## config.mk

```make
export PLATFORM = sky130hd
export DESIGN_NAME = audio_loop_buf
export DESIGN_NICKNAME = d
export VERILOG_FILES = /design/src/rtl/audio_loop_buf.sv
export SDC_FILE = /design/constraint.sdc
export NUM_CORES = 1
export LEC_CHECK = 0
export ABC_AREA = 1
export CORE_ASPECT_RATIO = 1.2
export CORE_MARGIN = 2
export CORE_UTILIZATION = 60
export CTS_CLUSTER_SIZE = 25
export DETAILED_ROUTE_END_ITERATION = 10
export PLACE_DENSITY = 0.78
export SLEW_MARGIN = 20
export SYNTH_ARGS = -nofsm -noshare
export SYNTH_HDL_FRONTEND = slang
export SYNTH_SLANG_ARGS = --single-unit
```

## constraint.sdc

```tcl
create_clock -name clk -period 6.5 [get_ports clk]
set_input_delay 1.95 -clock clk [delete_from_list [all_inputs] [get_ports clk]]
set_output_delay 1.95 -clock clk [all_outputs]
set_load 0.01 [all_outputs]
```

## src/rtl/audio_loop_buf.sv

```systemverilog
// Audio loopback buffer: synchronises codec rx/tx pulses, scales received stereo
// samples by vol with saturation and mute, and replays them through a primed FIFO.
module audio_loop_buf #(
  parameter int AW    = 4,
  parameter int PRIME = 8
) (
  input  logic          clk,
  input  logic          rst_n,
  input  logic [31:0]   adc_data,
  input  logic          rx_done,
  input  logic          tx_done,
  output logic [31:0]   dac_data,
  input  logic [7:0]    vol,
  input  logic          mute,
  input  logic          clr_flags,
  output logic [AW:0]   level,
  output logic          playing,
  output logic          ovf,
  output logic          udf
);

  localparam int          DEPTH   = 1 << AW;
  localparam logic [AW:0] DEPTH_L = (AW+1)'(DEPTH);
  localparam logic [AW:0] PRIME_L = (AW+1)'(PRIME);

  typedef enum logic {PRIMING, PLAY} state_t;

  state_t       state;
  logic [2:0]   rx_sync;
  logic [2:0]   tx_sync;
  logic         rx_evt;
  logic         tx_evt;

  logic         s1_valid;
  logic [15:0]  s1_left;
  logic [15:0]  s1_right;
  logic [7:0]   s1_vol;
  logic         s1_mute;
  logic [31:0]  wr_word;

  logic [31:0]  mem [DEPTH];
  logic [AW:0]  wr_ptr;
  logic [AW:0]  rd_ptr;
  logic         full;
  logic         empty;
  logic         pop;
  logic         push;
  logic         ovf_set;

  // Two flops of synchronisation, the third flop only remembers the previous level
  always_ff @(posedge clk or negedge rst_n) begin
    if (!rst_n) begin
      rx_sync <= '0;
      tx_sync <= '0;
    end else begin
      rx_sync <= {rx_sync[1:0], rx_done};
      tx_sync <= {tx_sync[1:0], tx_done};
    end
  end

  assign rx_evt = rx_sync[1] & ~rx_sync[2];
  assign tx_evt = tx_sync[1] & ~tx_sync[2];

  always_ff @(posedge clk or negedge rst_n) begin
    if (!rst_n) begin
      s1_valid <= 1'b0;
      s1_left  <= '0;
      s1_right <= '0;
      s1_vol   <= '0;
      s1_mute  <= 1'b0;
    end else begin
      s1_valid <= rx_evt;
      if (rx_evt) begin
        s1_left  <= adc_data[31:16];
        s1_right <= adc_data[15:0];
        s1_vol   <= vol;
        s1_mute  <= mute;
      end
    end
  end

  // Q1.7 gain: the top 18 bits of the 25-bit product are the value shifted right by 7
  function automatic logic [15:0] apply_gain(input logic [15:0] sample, input logic [7:0] gain);
    logic signed [24:0] prod;
    logic signed [17:0] shifted;
    prod    = $signed(sample) * $signed({1'b0, gain});
    shifted = prod[24:7];
    if (shifted[17:15] == 3'b000 || shifted[17:15] == 3'b111)
      apply_gain = shifted[15:0];
    else if (shifted[17])
      apply_gain = 16'h8000;
    else
      apply_gain = 16'h7FFF;
  endfunction

  always_comb begin
    wr_word = '0;
    if (!s1_mute)
      wr_word = {apply_gain(s1_left, s1_vol), apply_gain(s1_right, s1_vol)};
  end

  assign level   = wr_ptr - rd_ptr;
  assign full    = (level == DEPTH_L);
  assign empty   = (level == '0);
  assign pop     = tx_evt && (state == PLAY) && !empty;
  // A pop in the same cycle frees the slot, so a write into a full FIFO is still accepted
  assign push    = s1_valid && (!full || pop);
  assign ovf_set = s1_valid && full && !pop;

  always_ff @(posedge clk) begin
    if (push)
      mem[wr_ptr[AW-1:0]] <= wr_word;
  end

  always_ff @(posedge clk or negedge rst_n) begin
    if (!rst_n) begin
      wr_ptr <= '0;
      rd_ptr <= '0;
    end else begin
      if (push)
        wr_ptr <= wr_ptr + 1'b1;
      if (pop)
        rd_ptr <= rd_ptr + 1'b1;
    end
  end

  always_ff @(posedge clk or negedge rst_n) begin
    if (!rst_n) begin
      ovf <= 1'b0;
    end else begin
      if (ovf_set)
        ovf <= 1'b1;
      else if (clr_flags)
        ovf <= 1'b0;
    end
  end

  // Playback FSM; a later udf set overrides the clear in the same cycle
  always_ff @(posedge clk or negedge rst_n) begin
    if (!rst_n) begin
      state    <= PRIMING;
      dac_data <= '0;
      playing  <= 1'b0;
      udf      <= 1'b0;
    end else begin
      if (clr_flags)
        udf <= 1'b0;
      case (state)
        PRIMING: begin
          if (tx_evt)
            dac_data <= '0;
          if (level >= PRIME_L) begin
            state   <= PLAY;
            playing <= 1'b1;
          end
        end
        PLAY: begin
          if (tx_evt) begin
            if (!empty) begin
              dac_data <= mem[rd_ptr[AW-1:0]];
            end else begin
              dac_data <= '0;
              udf      <= 1'b1;
              state    <= PRIMING;
              playing  <= 1'b0;
            end
          end
        end
        default: begin
          state   <= PRIMING;
          playing <= 1'b0;
        end
      endcase
    end
  end

endmodule

```

# == Yosys cells after proc, flatten, opt, wreduce, memory -nomap -nowiden ==
# Memories as Yosys holds them, arrays and structs flattened.
# Index checks and enable logic that the tools add are counted.
# totals
register_bits,94
out_inout_bits,40
memories,1
inputBits,46
mem_bits_rw,512
word_cells,75
# op_classes
eq_ne,7
magnitude_cmp,1
n_mux,25
mul,2
reduce_logical,17
bitwise_logic,5
n_addsub,3
# mem_list
memory,depth,word_bits,rd,rd_clocked_by_memory_dff,wr,line_no,source
mem,16,32,1,0,1,41,logic [31:0] mem [DEPTH];
# ops
cell,n
$mux W32,4
$mux W16,4
$pmux W32 S2,1
$mul A16 B9 Y25,2
$mux W1,14
$add A5 B1 Y5 const B,2
$eq A3 B3 Y1 const B,2
$logic_not A3 Y1,2
$eq A5 B5 Y1 const B,1
$ge A5 B4 Y1 const B,1
$logic_and A1 B1 Y1,5
$logic_not A5 Y1,1
$sub A5 B5 Y5,1
$ne A2 B1 Y1 const B,2
$ne A2 B2 Y1 const B,2
$pmux W1 S2,2
$logic_not A1 Y1,3
$logic_or A1 B1 Y1,3
$not A1 Y1,3
$reduce_and A3 Y1,1
$and A1 B1 Y1,2
$reduce_and A2 Y1,1
$reduce_bool A2 Y1,1

# == Logic depth before layout (Yosys ltp) ==
# Gate-level depths: netlist of run 1.
# depth
depth_word,8
mapped_depth,29
ltp_nobuf,26

# == Worst setup path before layout of run 1 ==
# Ideal clock, no wire load.
# synth_timing
kind,register to register
startpoint,register s1_vol[1]
endpoint,memory mem[0][26] (data pin)
period_less_slack_ps,5086
path_stages_with_launch,23
t_required_ps,6303
setup_slack_ps,1414
setup_time_ps,197
n_path_buf,3
arrival_time_ps,4890
path_cell_list,dfrtp_1 clkbuf_1 clkbuf_1 nand2_1 fa_1 inv_1 fa_1 fa_1 inv_1 fa_1 inv_1 ha_1 nand2_1 nor4_2 nand3_2 nand2_1 nand2_1 nand2_2 nand2_2 buf_4 nand3_1 nand2_1 inv_1
# synth_via
elab_chain_len,5
elab_cells_between_ends,7
cone_classes,mul: 1; eq/ne: 1; mux: 3; reduce/logical: 2
# synth_lines
element,line_no,source
"start, declared",37,logic [7:0] s1_vol;
"start signal, assigned",76,s1_vol <= vol;
$mul A16 B9 Y25 (*),86,"prod = $signed(sample) * $signed({1'b0, gain});"
$eq A3 B3 Y1 / $logic_not A3 Y1 (equally long branches),88,if (shifted[17:15] == 3'b000 || shifted[17:15] == 3'b111)
$logic_or A1 B1 Y1,88,
$mux W16 (*),88,
$mux W32 (*),98,if (!s1_mute)
via wr_word[26],39,logic [31:0] wr_word;
"end, declared",41,
# The timed path passes the listed nets; every way through them passes the cells marked *.

# == Worst setup path after layout of run 1 ==
# layout_timing
startpoint,register s1_vol[0]
endpoint,memory mem[8][16] (data pin)
# Same word-level chain as after synthesis.

==> qor.csv, run 1 <==
stage,metric,value,unit
status,status,completed,
sta,worst-margin pin slew,1.07,ns
cts,clk_lat worst skew,0.63,ns
critical_path,reg2reg start,s1_vol[0]$_DFFE_PN0P_,
critical_path,"Req. time, crit path",6.87,ns
grt,initial antenna violation count,0,
sta,fmax,173,MHz
critical_path,Crit. End Element,register,
critical_path,Most common cell on crit path,nand2_1,
cts,hold_buf cts,0,
sta,minimum clock period,5.77,ns
routing,first drt pass iteration count,6,
floorplan,Die ar.,0.0590,sq mm
sta,Worst slew margin,28.8,%
routing,Metal-1 WL,30700,um
place,dpl cell area,0.0357,sq mm
cts,clock sink total,606,
grt,gr ovfl total,0,
routing,Post-DRT Antenna Nets,0,
cts,CTS H-tree depth,2,
cts,PostCTS Resize Cnt,0,
critical_path,"slowest stage delay, CP",0.78,ns
floorplan,Die H,266,um
cells_and_area,share of layout cells above drive strength 1,5.79,%
cells_and_area,non-filler cells in the finished layout,4213,
place,routability cong.,0.870,
sta,max-slew violation count,0,
grt,pin count of the biggest net entering global routing,185,
floorplan,Die X,222,um
cts,TritonCTS Buffers,57,
sta,period utilisation layout,88.8,%
cells_and_area,area grow syn2layout,9.81,%
routing,WL met3,6120,um
routing,DRC,0,
min_path,hold path depth,0,
critical_path,Crit path arrival time,6.14,ns
routing,top sig layer,met4,
logic_synthesis,#FFs+latches synth,606,
logic_synthesis,post-synthesis cell count,3428,
floorplan,I/O pin count,86,
sta,setup tns final,0,ns
cts,largest buffer count on any clock path,3,
cells_and_area,Final Util,66.8,%
floorplan,# rows,95,
min_path,hold endpoint,tx_sync[1]$_DFF_PN0_,
sta,Setup Viol. Count Final,0,
grt,first-pass GRT wire length,125000,um
place,Port Buf Inserts,85,
place,Placed Cells,4106,
routing,via count,23700,
grt,Total GRT Usage,27.1,%
cts,CTS tree,yes,
routing,total length of routed met2 wires,38500,um
logic_synthesis,syn nets,3778,
routing,DR iter-0 viols,2317,
sta,final hold vios,0,
cts,postcts setup bufs,0,
critical_path,Worst setup SP type,register,
routing,Routed WL,78400,um
run,Max Cap Viol,0,
logic_synthesis,Cell variety after synth,45,
cells_and_area,nets,3788,
min_path,Hold WC Path Type,reg -> reg,
logic_synthesis,"Cell Area, Synth",0.0342,sq mm
sta,Final Skew,0.0295,ns
logic_synthesis,Post-Syn Area per Cell,9.98,sq um
critical_path,slowest CP cell,fa_1,
critical_path,Setup CP Type,reg -> reg,
routing,via/cell ratio,5.63,
cts,clock root cell,clkbuf_16,
critical_path,crit-path max FO,16,
routing,WL per Instance,18.6,um
logic_synthesis,post-synthesis sequential area ratio,51.8,%
cts,Worst-path clk slew,0.07,ns
logic_synthesis,Yosys warning count,0,
grt,number of global-route vias before repair,24000,
cells_and_area,ANT cells,0,
critical_path,RR Endpoint,mem[8][16]$_DFFE_PP_,
floorplan,core footprint,0.0562,sq mm
cells_and_area,post-route cell area,0.0376,sq mm
critical_path,worst reg2reg setup slack,0.73,ns
min_path,Worst Hold Launch,tx_sync[0]$_DFF_PN0_,
floorplan,initial core utilization,60.9,%
critical_path,Reg2Reg Depth,17,
critical_path,"Cell Chain, Critical Path","nand2_1, fa_1, fa_1, fa_1, fa_1, inv_1, ha_1, a21oi_1, o21a_1, nand2_1, a21oi_1, nand2_1, nand2_1, nand2_2, a21oi_4, nand2_1, inv_1",
sta,RSZ-0062 raised after global routing,no,
place,Detailed Place HPWL,48700,um
## worst max path at each step
| stage | start | to | cells after the start |
|---|---|---|---|
| 2_1_floorplan | s1_vol[1]$_DFFE_PN0P_ | mem[0][26]$_DFFE_PP_ | 22 |
| 3_3_place_gp | s1_vol[4]$_DFFE_PN0P_ | mem[14][18]$_DFFE_PP_ | 20 |
| 3_5_place_dp | s1_vol[0]$_DFFE_PN0P_ | mem[11][16]$_DFFE_PP_ | 19 |
| 4_1_cts | s1_vol[0]$_DFFE_PN0P_ | mem[2][16]$_DFFE_PP_ | 19 |
| 5_1_grt | s1_vol[0]$_DFFE_PN0P_ | mem[14][16]$_DFFE_PP_ | 22 |
| 6_report | s1_vol[0]$_DFFE_PN0P_ | mem[8][16]$_DFFE_PP_ | 17 |
## critical path: cells and delay by family, from the launching register on
family,cells,cell delay (ns)
AO/OA/AOI/OAI,4,1.00
flip-flops,1,0.59
adder cells (fa/ha/maj),5,2.79
AND/OR/NAND/NOR,6,0.73
buffers and inverters,2,0.41
## synth_stat cells
cell type,count,area (sq um)
buf_2,19,95.1
o21a_1,1,7.51
buf_6,4,45.0
clkinv_1,3,11.3
a211oi_1,1,7.51
a22oi_1,84,631
a21o_1,2,15.0
o211ai_1,1,7.51
nand3_2,6,60.1
o21ai_0,36,180
nand2_2,15,93.8
edfxtp_1,512,15400
fa_1,203,4060
a32oi_1,1,8.76
nand3_1,63,315
o21ai_1,2,10.0
o22ai_1,28,175
nor3_2,3,30.0
nand3b_1,4,30.0
nand4_1,10,62.6
inv_2,6,22.5
a31oi_1,2,12.5
nor4_2,2,25.0
o21bai_1,5,37.5
inv_1,535,2010
a21oi_4,2,32.5
nor2_1,75,282
clkbuf_1,126,473
ha_1,101,1260
xnor2_1,20,175
nand2_4,4,45.0
a32o_1,32,320
nor2_4,2,22.5
a21oi_1,290,1450
buf_1,29,109
o31ai_1,1,7.51
dfrtp_1,94,2350
xor2_1,25,219
nor2_2,4,25.0
o2111ai_1,4,35.0
nand2_1,1053,3950
buf_4,4,30.0
nor3_1,6,30.0
a221oi_1,3,26.3
and2_1,5,31.3
## placed cells by master, fill, tap and decap left out, types with 19 or more instances in the layout
cell and n:
nand2_1 1053, inv_1 533, edfxtp_1 512, a21oi_1 290
fa_1 203, ha_1 101, dfrtp_1 91, a22oi_1 84
clkdlybuf4s50_1 84, nand3_1 63, nor2_1 58, clkbuf_16 58
buf_4 47, o21ai_0 36, a32o_1 32, o22ai_1 28
xor2_1 25, xnor2_1 20, nor2_4 19
## state kept, by name, summed over array words and instances (netlist names), 3 cells and up
name	count
dac_data	32
mem	512
rd_ptr	5
rx_sync	3
s1_left	16
s1_right	16
s1_vol	8
tx_sync	3
wr_ptr	5
## cells by family after synthesis
group,Yosys count,synth area share [%]
buffers and inverters,726,8.17
AOI/OAI and AO/OA,495,8.67
xor gates and xnor gates,45,1.15
adders and majority gates,304,15.6
and+or+nand+nor,1252,14.6
DFF,606,51.8
## layer usage
metal | vias up | global-route usage, %
li1 | 11100 | -
met2 | 1070 | 47.1
met5 | - | 0
met3 | 214 | 3.34
met4 | 0 | 10.5
met1 | 11300 | 35.0
## area by class of cell
type,count,area [sq um]
multi-input cells,2096,13800
clock inverters,40,335
inverters,544,2050
fillers,4174,18700
repair buffers,133,1230
flip-flops and latches,606,17700
clock buffers,67,1490
well taps,727,910
## through the flow
step                      hold slack, ns  setup WS, ns
after floorplan                    0.331          1.41
after global placement             0.334         0.920
after detailed placement           0.343         0.821
after CTS                          0.354         0.761
after global routing               0.366         0.335
final                              0.352         0.728
Power of run 1 is left out: the tool's default activity adds up to more than one toggle a clock period on the data nets, which glitch-free logic cannot reach.
==> inputs of run 2 (changes only) <==
- ABC_AREA: 1 -> not set
==> run 2 against run 1 <==
Compared with the run above: maximum frequency fell by 7.8%; cell area shrank 3.9%; routed wire length fell by 9.8%; clock skew up 0.0012 ns; first-iteration DRC count down 35%; synthesized cell count decreased by 38%; register-to-register slack got worse by 0.49 ns; die area down 5.6%; via count down 25%; non-clock buffer count increased by 9; area after synthesis down 5.7%; worst hold slack better by 0.0022 ns; largest cell class unchanged; highest routed layer unchanged.
==> qor.csv, run 2 <==
stage,metric,value,unit,change
status,status,completed,,
cells_and_area,fillers,3517,,-16%
routing,first drt pass iteration count,5,,-1
grt,met3 global-route usage,3.37,%,+0.033 points
routing,DR iter-0 viols,1516,,-35%
place,routability cong.,0.854,,-1.8%
floorplan,# rows,93,,-2.1%
floorplan,I/O pin count,86,,unchanged
sta,Final Skew,0.0307,ns,+0.00117 ns
cells_and_area,non-filler cells in the finished layout,2984,,-29%
grt,initial antenna violation count,1,,+1
sta,Setup Viol. Count Final,0,,unchanged
sta,fmax,160,MHz,-7.8%
cts,clk_lat worst skew,0.64,ns,about the same
cells_and_area,Largest register FFs,512,,unchanged
sta,final hold vios,0,,unchanged
sta,Worst slew margin,26.9,%,-1.9 points
sta,post-route setup slack,0.238,ns,-0.490 ns
grt,busiest metal layer after global routing,met2,,
place,Placed Cells,2878,,-30%
logic_synthesis,post-synthesis cell count,2125,,-38%
grt,gr ovfl total,0,,unchanged
critical_path,crit-path max FO,16,,unchanged
sta,minimum clock period,6.26,ns,+0.490 ns
cells_and_area,"most common cell after layout, fill and taps aside",edfxtp_1,,
place,Detailed Place HPWL,43800,um,-10%
logic_synthesis,Cell variety after synth,64,,+42%
critical_path,Worst setup SP type,register,,
critical_path,RR Endpoint,mem[14][9]$_DFFE_PP_,,
place,Port Buf Inserts,85,,unchanged
cts,postcts setup bufs,0,,unchanged
routing,DRC,0,,unchanged
floorplan,Die ar.,0.0557,sq mm,-5.6%
routing,via/cell ratio,5.94,,+5.5%
critical_path,"Req. time, crit path",6.88,ns,about the same
grt,Total GRT Usage,26.3,%,-0.81 points
logic_synthesis,post-synth top area cell,edfxtp_1,,
logic_synthesis,post-synthesis sequential area ratio,54.9,%,+3.1 points
critical_path,Setup CP Type,reg -> reg,,
critical_path,reg2reg start,s1_vol[0]$_DFFE_PN0P_,,
logic_synthesis,leading post-synthesis cells by cell area,"edfxtp_1 48%, fa_1 13%, mux4_2 11%",,
routing,Post-DRT Antenna Nets,0,,unchanged
grt,GR Util met1,35.9,%,+0.86 points
cts,TritonCTS Buffers,56,,-1.8%
cts,CTS H-tree depth,2,,unchanged
logic_synthesis,most frequent cell after synthesis,edfxtp_1,,
grt,number of global-route vias before repair,19200,,-20%
cts,largest buffer count on any clock path,3,,unchanged
min_path,Hold WC Path Type,reg -> reg,,
cells_and_area,multi-input logic area,0.0131,sq mm,-5.1%
grt,pin count of the biggest net entering global routing,110,,-41%
logic_synthesis,number of enable flip-flop cells after synthesis,512,,unchanged
place,Setup WS pre-CTS,0.000000444,ns,-0.821 ns
sta,worst-margin pin slew,1.10,ns,+0.0280 ns
cells_and_area,FF+latch area,0.0177,sq mm,about the same
routing,WL per Instance,23.7,um,+27%
critical_path,Reg2Reg Depth,18,,+1
grt,met2 usage,45.3,%,-1.8 points
cells_and_area,area grow syn2layout,11.8,%,
routing,via count,17700,,-25%
cells_and_area,"commonest non-fill, non-tap cells in the layout","512 x edfxtp_1, 320 x inv_1, 203 x fa_1, 164 x nand2_1, 160 x mux4_2",,
routing,Routed WL,70800,um,-9.8%
critical_path,Setup crit end,mem[14][9]$_DFFE_PP_,,
run,Max Cap Viol,0,,unchanged
logic_synthesis,"Top FF cell, synth",edfxtp_1,,
logic_synthesis,Post-synth top cells,"512 x edfxtp_1, 321 x inv_1, 203 x fa_1",,
floorplan,initial core utilization,60.4,%,-0.42 points
cts,clock sink total,606,,unchanged
sta,Min Hold Slack,0.354,ns,+0.00219 ns
floorplan,Die X,216,um,-2.8%
logic_synthesis,syn nets,2475,,-34%
critical_path,Crit. End Element,register,,
logic_synthesis,"Cell Area, Synth",0.0323,sq mm,-5.7%
floorplan,Die H,258,um,-2.8%
logic_synthesis,Post-Syn Area per Cell,15.2,sq um,+52%
critical_path,worst reg2reg setup slack,0.24,ns,-0.49 ns
logic_synthesis,#FFs+latches synth,606,,unchanged
critical_path,CP Launch Point,s1_vol[0]$_DFFE_PN0P_,,
cells_and_area,share of layout cells above drive strength 1,17.7,%,+12 points
grt,first-pass GRT wire length,111000,um,-11%
cells_and_area,nets,2575,,-32%
logic_synthesis,top-area cell type share of the netlist area,47.6,%,+2.7 points
sta,max-slew violation count,0,,unchanged
cts,clock root cell,clkbuf_16,,
sta,period utilisation layout,96.3,%,+7.5 points
floorplan,core footprint,0.0534,sq mm,-5.0%
logic_synthesis,Yosys warning count,0,,unchanged
logic_synthesis,fraction of registers with async set/reset,15.5,%,unchanged
cells_and_area,ANT cells,0,,unchanged
critical_path,Crit path arrival time,6.64,ns,+0.50 ns
cts,CTS tree,yes,,
cts,Worst-path clk slew,0.07,ns,about the same
run 2: critical path: stages (launching register included):
cell	delay (ns)
dfrtp_1	0.59
nand2_1	0.22
fa_1	0.65
fa_1	0.52
inv_1	0.05
fa_1	0.53
inv_1	0.05
fa_1	0.47
inv_1	0.04
ha_1	0.34
and3_1	0.21
and2_1	0.18
a221o_1	0.39
a41o_1	0.28
a221oi_2	0.27
xnor2_1	0.33
o21a_1	0.24
buf_4	0.23
a21o_1	0.41
run 2: metrics by stage:
| stage | cell area, sq um | setup TNS [ns] | util [%] |
|---|---|---|---|
| final | 36100 | 0 | 67.6 |
| after global routing | 36100 | -0.101 | 67.6 |
| after CTS | 36000 | 0 | 67.4 |
| after detailed placement | 34200 | 0 | 64.1 |
| after global placement | 34200 | 0 | 64.1 |
| after floorplan | 32300 | 0 | - |
run 2: area by class of cell:
type / instances / share of cell area [%]
multi-input combinational: 1097 / 36.3
clock inverter: 32 / 0.794
inverter: 322 / 3.35
clock buffer: 73 / 4.17
tap: 712 / 2.47
sequential: 606 / 49.2
timing repair buffer: 142 / 3.73
run 2: cell families after synthesis:
kind of cell / after synthesis / share of synthesized area (%)
and+or+nand+nor: 367 / 5.64
xor gates and xnor gates: 56 / 1.52
buffers and inverters: 422 / 4.95
adders and majority gates: 304 / 16.5
AOI/OAI and AO/OA: 168 / 3.84
DFF: 606 / 54.9
muxes: 202 / 12.6
run 2: layer usage:
layer / part of all wire, % / vias to the layer above
met5: 0 / -
met1: 40 / 9233
met2: 51 / 710
li1: - / 7680
met3: 6.7 / 106
met4: 2.1 / 0
run 2: repair_timing:
item | CTS | global route
hold buffers | 0 | 0
cloned | 0 | 0
setup endpoints to repair | 144 | 368
gates resized for setup | 2 | 24
run 2: worst min-delay path by stage:
stage / slack [ns] / to / from / depth (start not counted)
2_1_floorplan: 0.33 / rx_sync[1]$_DFF_PN0_ / rx_sync[0]$_DFF_PN0_ / 0
3_3_place_gp: 0.33 / rx_sync[1]$_DFF_PN0_ / rx_sync[0]$_DFF_PN0_ / 0
3_5_place_dp: 0.34 / tx_sync[1]$_DFF_PN0_ / tx_sync[0]$_DFF_PN0_ / 0
4_1_cts: 0.36 / tx_sync[1]$_DFF_PN0_ / tx_sync[0]$_DFF_PN0_ / 0
5_1_grt: 0.37 / tx_sync[1]$_DFF_PN0_ / tx_sync[0]$_DFF_PN0_ / 0
6_report: 0.35 / tx_sync[1]$_DFF_PN0_ / tx_sync[0]$_DFF_PN0_ / 0
Power of run 2 is left out for the same reason.
